==> src/rtl/oam_dma_pkg.sv <==
// Shared state encodings and default geometry for the OAM DMA engine.
package oam_dma_pkg;

   localparam logic [2:0] ST_IDLE = 3'd0;
   localparam logic [2:0] ST_REQ  = 3'd1;
   localparam logic [2:0] ST_RD   = 3'd2;
   localparam logic [2:0] ST_WAIT = 3'd3;
   localparam logic [2:0] ST_WR   = 3'd4;
   localparam logic [2:0] ST_DONE = 3'd5;

   typedef enum logic [2:0] {
      IDLE = ST_IDLE,
      REQ  = ST_REQ,
      RD   = ST_RD,
      WAIT = ST_WAIT,
      WR   = ST_WR,
      DONE = ST_DONE
   } dma_state_t;

   localparam logic [15:0] DEF_DST_BASE = 16'hFE00;
   localparam int          DEF_XFER_LEN = 160;

endpackage

==> src/rtl/oam_dma_engine.sv <==
// Copies XFER_LEN bytes from page {src_page,00} to DST_BASE; optional abort input under OAM_DMA_ABORT_EN.
// Per byte: RD, RD_LATENCY wait cycle(s), WR; RD and WR stall while m_gnt is low, all outputs registered.
module oam_dma_engine
   import oam_dma_pkg::*;
#(
   parameter logic [15:0] DST_BASE   = DEF_DST_BASE,
   parameter int          XFER_LEN   = DEF_XFER_LEN,
   parameter int          RD_LATENCY = 1
) (
   input  logic        clka,
   input  logic        rsta,
   input  logic        reg_we,
   input  logic [7:0]  reg_din,
`ifdef OAM_DMA_ABORT_EN
   input  logic        abort,
`endif
   output logic        busy,
   output logic        done,
   output logic        m_req,
   input  logic        m_gnt,
   output logic        m_ena,
   output logic        m_wea,
   output logic [15:0] m_addr,
   output logic [7:0]  m_wdata,
   input  logic [7:0]  m_rdata
);

   localparam logic [7:0] LAST_IDX = 8'(XFER_LEN - 1);
   localparam logic [1:0] LAT_LAST = 2'(RD_LATENCY - 1);

   dma_state_t  state_q, state_d;
   logic [7:0]  idx_q, idx_d;
   logic [7:0]  src_page_q, src_page_d;
   logic [1:0]  lat_q, lat_d;
   logic        busy_q, busy_d;
   logic        done_q, done_d;
   logic        m_req_q, m_req_d;
   logic        m_ena_q, m_ena_d;
   logic        m_wea_q, m_wea_d;
   logic [15:0] m_addr_q, m_addr_d;
   logic [7:0]  m_wdata_q, m_wdata_d;
   logic        abort_w;

`ifdef OAM_DMA_ABORT_EN
   assign abort_w = abort;
`else
   assign abort_w = 1'b0;
`endif

   always_comb begin
      state_d    = state_q;
      idx_d      = idx_q;
      src_page_d = src_page_q;
      lat_d      = lat_q;
      busy_d     = busy_q;
      done_d     = 1'b0;
      m_req_d    = m_req_q;
      m_ena_d    = 1'b0;
      m_wea_d    = m_wea_q;
      m_addr_d   = m_addr_q;
      m_wdata_d  = m_wdata_q;

      case (state_q)
         IDLE: begin
            if (reg_we && !abort_w) begin
               src_page_d = reg_din;
               idx_d      = 8'h00;
               busy_d     = 1'b1;
               m_req_d    = 1'b1;
               state_d    = REQ;
            end
         end
         REQ: begin
            if (m_gnt) state_d = RD;
         end
         RD: begin
            if (m_gnt) begin
               m_ena_d  = 1'b1;
               m_wea_d  = 1'b0;
               m_addr_d = {src_page_q, idx_q};
               lat_d    = 2'd0;
               state_d  = WAIT;
            end
         end
         WAIT: begin
            // Grant is ignored here: the read is already in flight.
            if (lat_q == LAT_LAST) begin
               m_wdata_d = m_rdata;
               state_d   = WR;
            end else begin
               lat_d = lat_q + 2'd1;
            end
         end
         WR: begin
            if (m_gnt) begin
               m_ena_d  = 1'b1;
               m_wea_d  = 1'b1;
               m_addr_d = DST_BASE + {8'h00, idx_q};
               if (idx_q == LAST_IDX) begin
                  done_d  = 1'b1;
                  state_d = DONE;
               end else begin
                  idx_d   = idx_q + 8'd1;
                  state_d = RD;
               end
            end
         end
         DONE: begin
            busy_d  = 1'b0;
            m_req_d = 1'b0;
            state_d = IDLE;
         end
         default: state_d = IDLE;
      endcase

      // A bus access already on the wires this cycle finishes; nothing new is issued.
      if (abort_w && state_q != IDLE) begin
         busy_d  = 1'b0;
         done_d  = 1'b0;
         m_req_d = 1'b0;
         m_ena_d = 1'b0;
         state_d = IDLE;
      end
   end

   always_ff @(posedge clka) begin
      if (!rsta) begin
         state_q    <= IDLE;
         idx_q      <= 8'h00;
         src_page_q <= 8'h00;
         lat_q      <= 2'd0;
         busy_q     <= 1'b0;
         done_q     <= 1'b0;
         m_req_q    <= 1'b0;
         m_ena_q    <= 1'b0;
         m_wea_q    <= 1'b0;
         m_addr_q   <= 16'h0000;
         m_wdata_q  <= 8'h00;
      end else begin
         state_q    <= state_d;
         idx_q      <= idx_d;
         src_page_q <= src_page_d;
         lat_q      <= lat_d;
         busy_q     <= busy_d;
         done_q     <= done_d;
         m_req_q    <= m_req_d;
         m_ena_q    <= m_ena_d;
         m_wea_q    <= m_wea_d;
         m_addr_q   <= m_addr_d;
         m_wdata_q  <= m_wdata_d;
      end
   end

   assign busy    = busy_q;
   assign done    = done_q;
   assign m_req   = m_req_q;
   assign m_ena   = m_ena_q;
   assign m_wea   = m_wea_q;
   assign m_addr  = m_addr_q;
   assign m_wdata = m_wdata_q;

endmodule
==> config.mk <==
export PLATFORM = sky130hd
export DESIGN_NAME = oam_dma_engine
export DESIGN_NICKNAME = d
export VERILOG_FILES = /design/src/rtl/oam_dma_pkg.sv /design/src/rtl/oam_dma_engine.sv
export SDC_FILE = /design/constraint.sdc
export NUM_CORES = 1
export LEC_CHECK = 0
export ABC_AREA = 1
export CAP_MARGIN = 40
export CORE_MARGIN = 3
export CORE_UTILIZATION = 25
export DETAILED_ROUTE_END_ITERATION = 8
export PLACE_DENSITY = 0.54
export SKIP_CTS_REPAIR_TIMING = 1
export SYNTH_ARGS = -nofsm -noshare
export SYNTH_HDL_FRONTEND = slang
export SYNTH_SLANG_ARGS = --single-unit
==> constraint.sdc <==
create_clock -name clka -period 4.9 [get_ports clka]
set_clock_uncertainty 0.2 [all_clocks]
set_input_delay 0.98 -clock clka [delete_from_list [all_inputs] [get_ports clka]]
set_output_delay 0.98 -clock clka [all_outputs]
set_load 0.05 [all_outputs]
**Yosys cells after proc, flatten, opt, wreduce, memory -nomap -nowiden**

Cells that the tools add are included.

- Register bits: 49
- Input bits: 20
- Output and inout port bits: 29
- Logic and storage cells: 66

- $add $sub $neg: 3
- Equality and inequality tests: 13
- Muxes and demuxes: 24
- Reductions and logical operators: 16

Operators by type and width:

| kind | number |
|---|---|
| $mux W16 | 2 |
| $pmux W16 S2 | 1 |
| $mux W8 | 3 |
| $mux W3 | 6 |
| $pmux W8 S2 | 1 |
| $pmux W3 S5 | 1 |
| $ne A2 B2 Y1 const B | 7 |
| $add A10 B9 Y11 const A | 1 |
| $reduce_and A3 Y1 | 3 |
| $add A8 B1 Y8 const B | 1 |
| $eq A8 B8 Y1 const B | 1 |
| $reduce_and A2 Y1 | 4 |
| $reduce_bool A2 Y1 | 4 |
| $eq A3 B2 Y1 const B | 2 |
| $eq A3 B3 Y1 const B | 2 |
| $mux W1 | 5 |
| $reduce_and A5 Y1 | 1 |
| $mux W2 | 2 |
| $pmux W1 S2 | 2 |
| $pmux W2 S2 | 1 |
| $reduce_and A4 Y1 | 1 |
| $eq A3 B1 Y1 const B | 1 |
| $logic_not A3 Y1 | 1 |
| $add A2 B1 Y2 const B | 1 |
| 2 further kinds | 2 |

**Logic depth before layout (Yosys ltp)**

- Depth in word-level cells: 4
- Mapped depth: 11
- Gate-level depth less buffers: 10

**Least setup slack after synthesis**

Ideal clock, no wire load.

- Kind: reg-to-output
- From: register m_req_q (netlist: m_req)
- To: output port m_req
- Arrival: 913 ps
- Required time: 3,720 ps
- Setup slack: 2,807 ps
- Cell stages (with the launch flop): 2
- Path buffers: 1
- Cells stage by stage: dfxtp_1 buf_4

RTL lines:

| item | line | RTL |
|---|---|---|
| start, declared | oam_dma_engine.sv:37 | `logic m_req_q, m_req_d;` |
| start signal, assigned | oam_dma_engine.sv:146 | `m_req_q <= m_req_d;` |
| end, declared | oam_dma_engine.sv:19 | `output logic m_req,` |

No word-level cell between the ends.

==> metrics.txt <==
WHS=around 250 ps; Rows=33; via count=1959; routability cong.=around 0.79; post-route ant nets=0; DR WL/cell=around 12 um; IO Count=~50; area of the multi-input gates=a little under 1000 sq um; total routed wirelength=approximately 5300 um; DIE HEIGHT=between 90 and 100 um; Synth Instances=about 290; final setup vio count=0; # clock sinks=49; die footprint=between 9000 and 10000 sq um; Placement Setup Slack=between 1500 and 2000 ps; Worst Setup Start Kind=flop; MaxCap Viol Count=0; largest area contributor in the netlist=dfxtp_1; Final min period=between 2000 and 3000 ps; Vias/cell=4.50; pin count of the biggest net entering global routing=24; I/O Buffers=48; Area contributors post-synth=dfxtp_1 45%, nand2_1 8.8%, a21oi_1 7.1%; Worst EP arrival=approximately 1500 ps; status=finished, final reports clean; grt ovf=0; first-pass GRT wire length=roughly 9000 um; Avg Cell Area, Syn=about 7.6 sq um; max-slew violations=0; fillcell total=879; CTS Buf Count=5; synth warn=0; CORE AREA=about 8300 sq um; Crit. End Element=output port; fin worst setup slack=2220 ps; DPL Wire Length=approximately 3700 um; Synth top area share=roughly 45%; commonest non-fill, non-tap cell in the layout=nand2_1; Achievable Freq=around 0.37 GHz; Max clock buf depth=2; Buf/Inv on CP=1; Crit path largest cell delay=about 800 ps; Final Hold Fails=0; Placed Cells=about 430; FF/Latch Area=981 sq um; RSZ-0062 raised after global routing=no; TritonCTS clock tree=done; Mapped Nets=a little over 300; Tcrit/Tclk final=54.7%; Area growth, synth to finish=29.3%; critical path data required time=around 3700 ps; Worst-path clk slew=~90 ps; Hold Crit Class=reg -> reg; antenna violations before repair=0; worst-margin pin slew=~870 ps; layout cells sized above 1=between 10% and 20%; drt pass-1 iters=4; setup tns final=0 ps; Nets=around 350; DRT iter0 DRCs=68; slew margin rel.=41.7%; Starting Density=about a quarter; most frequent cells in the layout=51 x nand2_1, 49 x dfxtp_1, 48 x clkdlybuf4s50_1; GR Util All Layers=between 10 and 15%; Die W=99.5 um; # H-tree levels=2; Setup CP Type=reg -> out; CTS root buf=clkbuf_8; sequential-to-total area share from yosys stat=~45%; Clock Latency Late Sink=300 ps; CP max-delay cell=clkdlybuf4s50_1; leakage=just over 0.001 uW; Non-Filler Instances=~440; Top delay family on crit path=buffers and inverters; Max FO, Critical Path=3; library cells used by synthesis=26; VDD IR max=between 0.15 and 0.2 mV; vias in the first global route=~1900; Synth Register Bits=a little under 50; # diodes=0; crit-path cells=clkdlybuf4s50_1; drt drc=0; synthesized area=2180 sq um; PD cells=472 nW/um^2
layout make-up:
cell class,instances,share of cell area (%)
Clock buffer,7,3.06
Clock inverter,1,1.06
Inverter,31,4.12
Multi-Input combinational cell,193,34.9
Sequential cell,49,34.7
Tap cell,105,4.65
Timing Repair Buffer,49,17.5
flip-flops by register name (all words and copies together), names as in the netlist:
| name | flops |
|---|---|
| done | 1 |
| idx_q | 8 |
| lat_q | 2 |
| m_addr | 16 |
| m_ena | 1 |
| m_req | 1 |
| m_wdata | 8 |
| m_wea | 1 |
| src_page_q | 8 |
| state_q | 3 |
final timing paths:
check	slack [ps]	start	cells past startpoint	endpoint
setup / recovery	2220	m_req	1	busy
hold reg to reg	250	src_page_q[7]	2	src_page_q[7]
setup reg to reg	2760	state_q[1]	6	m_addr[4]
hold / removal	250	src_page_q[7]	2	src_page_q[7]
worst register-to-register path, cell delays in order, from the launching register on:
cell and delay, ps:
dfxtp_1 410, nor2_4 210, nand2_4 120, a21oi_4 570, inv_2 280, nor2_1 190
nor2_1 60
power by group:
| part | total, uW | switching [uW] | internal (uW) |
|---|---|---|---|
| logic | 503 | 341 | 162 |
| registers | 528 | 60.0 | 468 |
| clock network | 304 | 137 | 167 |
logic make-up after synthesis:
family	Yosys count	share of synthesized area (%)
simple gates	120	24.7
fa+ha+maj	2	1.15
compound gates	71	19.2
buf+inv	46	10.0
flops	49	44.9
through the flow:
step	utilization (%)	instance area, sq um	total power [uW]
global route	33.9	2830	1430
floorplan	-	2180	928
CTS	33.9	2830	1350
detailed placement	32.5	2710	1040
global placement	32.3	2690	1040
finish	33.9	2830	1330
synthesized netlist by cell type:
cell / instances
a21oi_1: 31
o21bai_1: 1
o21ai_0: 18
a21oi_4: 1
a21oi_2: 6
nor2_2: 1
buf_2: 4
nand2_4: 2
nand2_1: 51
o21ai_2: 7
buf_6: 4
ha_1: 2
clkbuf_1: 3
nor3b_1: 1
buf_1: 1
inv_1: 28
dfxtp_1: 49
nand4_1: 2
nand2_2: 5
o31ai_1: 1
inv_2: 3
buf_4: 3
nand3_1: 28
nor2_1: 28
nor2_4: 2
o21ai_1: 6
metal layers:
| metal | vias up | share of wire, % | global-route usage, % |
|---|---|---|---|
| met2 | 46 | 45 | 18.4 |
| li1 | 1013 | - | - |
| met1 | 892 | 47 | 14.1 |
| met4 | 0 | 1.2 | 3.47 |
| met3 | 8 | 6.7 | 3.65 |
| met5 | - | 0 | 0 |
No activity file was read; power rests on OpenSTA's default activity.
==> patch: new RTL, same flow settings <==
Add a define of `OAM_DMA_ABORT_EN`.
--- a/src/rtl/oam_dma_engine.sv
+++ b/src/rtl/oam_dma_engine.sv
@@ -2,2 +2,4 @@
 // Per byte: RD, RD_LATENCY wait cycle(s), WR; RD and WR stall while m_gnt is low, all outputs registered.
+`define OAM_DMA_ABORT_EN
+
 module oam_dma_engine
Interface: changed (added abort); port bits go from 49 to 50. No check against the original RTL was run, so the function may have changed too.
==> patch against the original RTL <==
Power is 0.43% lower; area after synthesis is 3.4% lower; non-clock buffer count is 2 higher; routed wire length is 3.7% lower; via count hardly changed; worst setup slack worse by 0.076 ns; sequential cell count stayed put; synthesized cell count is 1.0% lower; final area is 1.8% lower; critical endpoint is now m_addr[14]; largest power group is now combinational logic.
==> patch: results (changes against the original RTL) <==
* Max incr delay on CP at 0.58 ns (-0.24 ns)
* Mapped Avg Cell Area at 7.40 um2 (-2.4%)
* Yosys warnings at 0 (unchanged)
* Layout cells sized above 1 at 0.0749 (-0.0312)
* Fin. Hold Viols at 0 (unchanged)
* Async SR Flop Fraction at 0 (unchanged)
* Slew headroom at 0.549 (+0.132)
* First-pass GRT wire length at 8800 um (-2.4%)
* Antenna diode count at 0 (unchanged)
* Routability cong. at 0.779 (-1.8%)
* Synth Net Count at 308 (-0.65%)
* Num CTS Buffers at 5 (unchanged)
* Worst hold stages at 2 (unchanged)
* Setup-failing EPs final at 0 (unchanged)
* Hold crit path type: reg2reg
* Crit-path leading delay family: simple AND/OR/NAND/NOR gates
* Critical Path AT at 2.73 ns (+1.23 ns)
* 1st-pass router iterations at 4 (unchanged)
* Highest net fanout along the worst path at 21 (+18)
* I/O Buffers at 49 (+2.1%)
* CP max stage cell: clkdlybuf4s50_1
* Post-DR wirelength/cell at 11.7 um (-3.9%)
* Vias/cell at 4.50 (-0.18%)
* Largest net degree at the start of global routing at 26 (+8.3%)
* Max Root-Sink Buffers at 2 (unchanged)
* Hpwl dp at 3770 um (+2.1%)
* Root Buffer: clkbuf_8
* Hold path startpoint: src_page_q[5]
* Synth unique cells at 28 (+7.7%)
* Placed inst area at 2690 um2 (-0.83%)
* Vias in the first global route at 1920 (-1.0%)
* Seq/Total Area, Yosys at 0.465 (+0.0160)
* Initial antenna violation count at 0 (unchanged)
* H-tree depth at 2 (unchanged)
* Status: finished clean
* Post-synth top cells: nand2_1, dfxtp_1, nor2_1
* Prevailing post-synth register cell: dfxtp_1
* CP Launch Point: m_gnt
* Worst R2R Start: state_q[2]
* Worst-case reg-to-reg path depth at 6 (unchanged)
* Pre-CTS WS at 1.76 ns (-0.144 ns)
* Starting DRC count in detailed routing at 97 (+43%)
* Clk_lat worst skew at 0.30 ns (about the same)
* Clock transition at the registers of the reported paths at 0.09 ns (about the same)
* Leak Pwr at 1.11 nW (+6.7%)
* Maximum vdd ir drop at 0.195 mV (+3.4%)
* Layout Nets at 356 (+1.4%)
* Post-Place Cells at 428 (+0.23%)
* Synth top area cells: dfxtp_1, nand2_1, nor2_1
* Max reg flops at 16 (unchanged)
* GRT Resource Usage Total at 0.108 (-0.00419)
* Fillers at 861 (-2.0%)
* Finished Layout Cells at 436 (+0.23%)
-- patch: cell families (layout without fill, tap and decap cells) --
family	after synthesis	in the layout	share of synthesized area
flip-flops	49	49	0.465
AND/OR/NAND/NOR	137	137	0.288
buffers and inverters	44	93	0.0872
AO/OA/AOI/OAI	53	53	0.148
adder cells (fa/ha/maj)	2	2	0.0119
-- patch: tightest hold or removal path, cell delays in order (launching register included) --
cell     delay (ns)
dfxtp_1        0.31
inv_1          0.06
a21oi_1        0.05
-- patch: cell type report --
type,count,area (um2),area share
well taps,102,128,0.0460
clock buffers,6,72.6,0.0262
flip-flops and latches,49,981,0.354
clock inverters,2,15.0,0.00541
multi-input cells,192,945,0.341
inverters,34,128,0.0460
repair buffers,51,505,0.182
-- patch: power breakdown --
part,internal (W),switching [W],leakage [nW]
registers,0.000463,0.0000414,0.398
logic,0.000183,0.000404,0.670
clock network,0.000101,0.000136,0.0374
-- patch: final timing paths --
path | endpoint | slack (ns)
worst max register to register | m_addr[14] | 2.92
worst min-delay path | src_page_q[5] | 0.25
worst max-delay path | m_addr[14] | 2.14
worst min register to register | src_page_q[5] | 0.25
-- patch: metrics by stage --
step / hold slack (ns) / total power (W) / util
6_report: 0.250 / 0.00133 / 0.348
4_1_cts: 0.257 / 0.00135 / 0.348
5_1_grt: 0.272 / 0.00143 / 0.348
3_3_place_gp: 0.242 / 0.00110 / 0.337
2_1_floorplan: 0.225 / 0.000947 / -
3_5_place_dp: 0.243 / 0.00111 / 0.337
-- patch: routing by layer --
layer  vias to the layer above  GRT usage  part of all wire
met1                       887      0.145              0.51
met3                         2     0.0279             0.049
li1                       1023          -                 -
met2                        48      0.176              0.44
met5                         -          0                 0
met4                         0     0.0224            0.0037
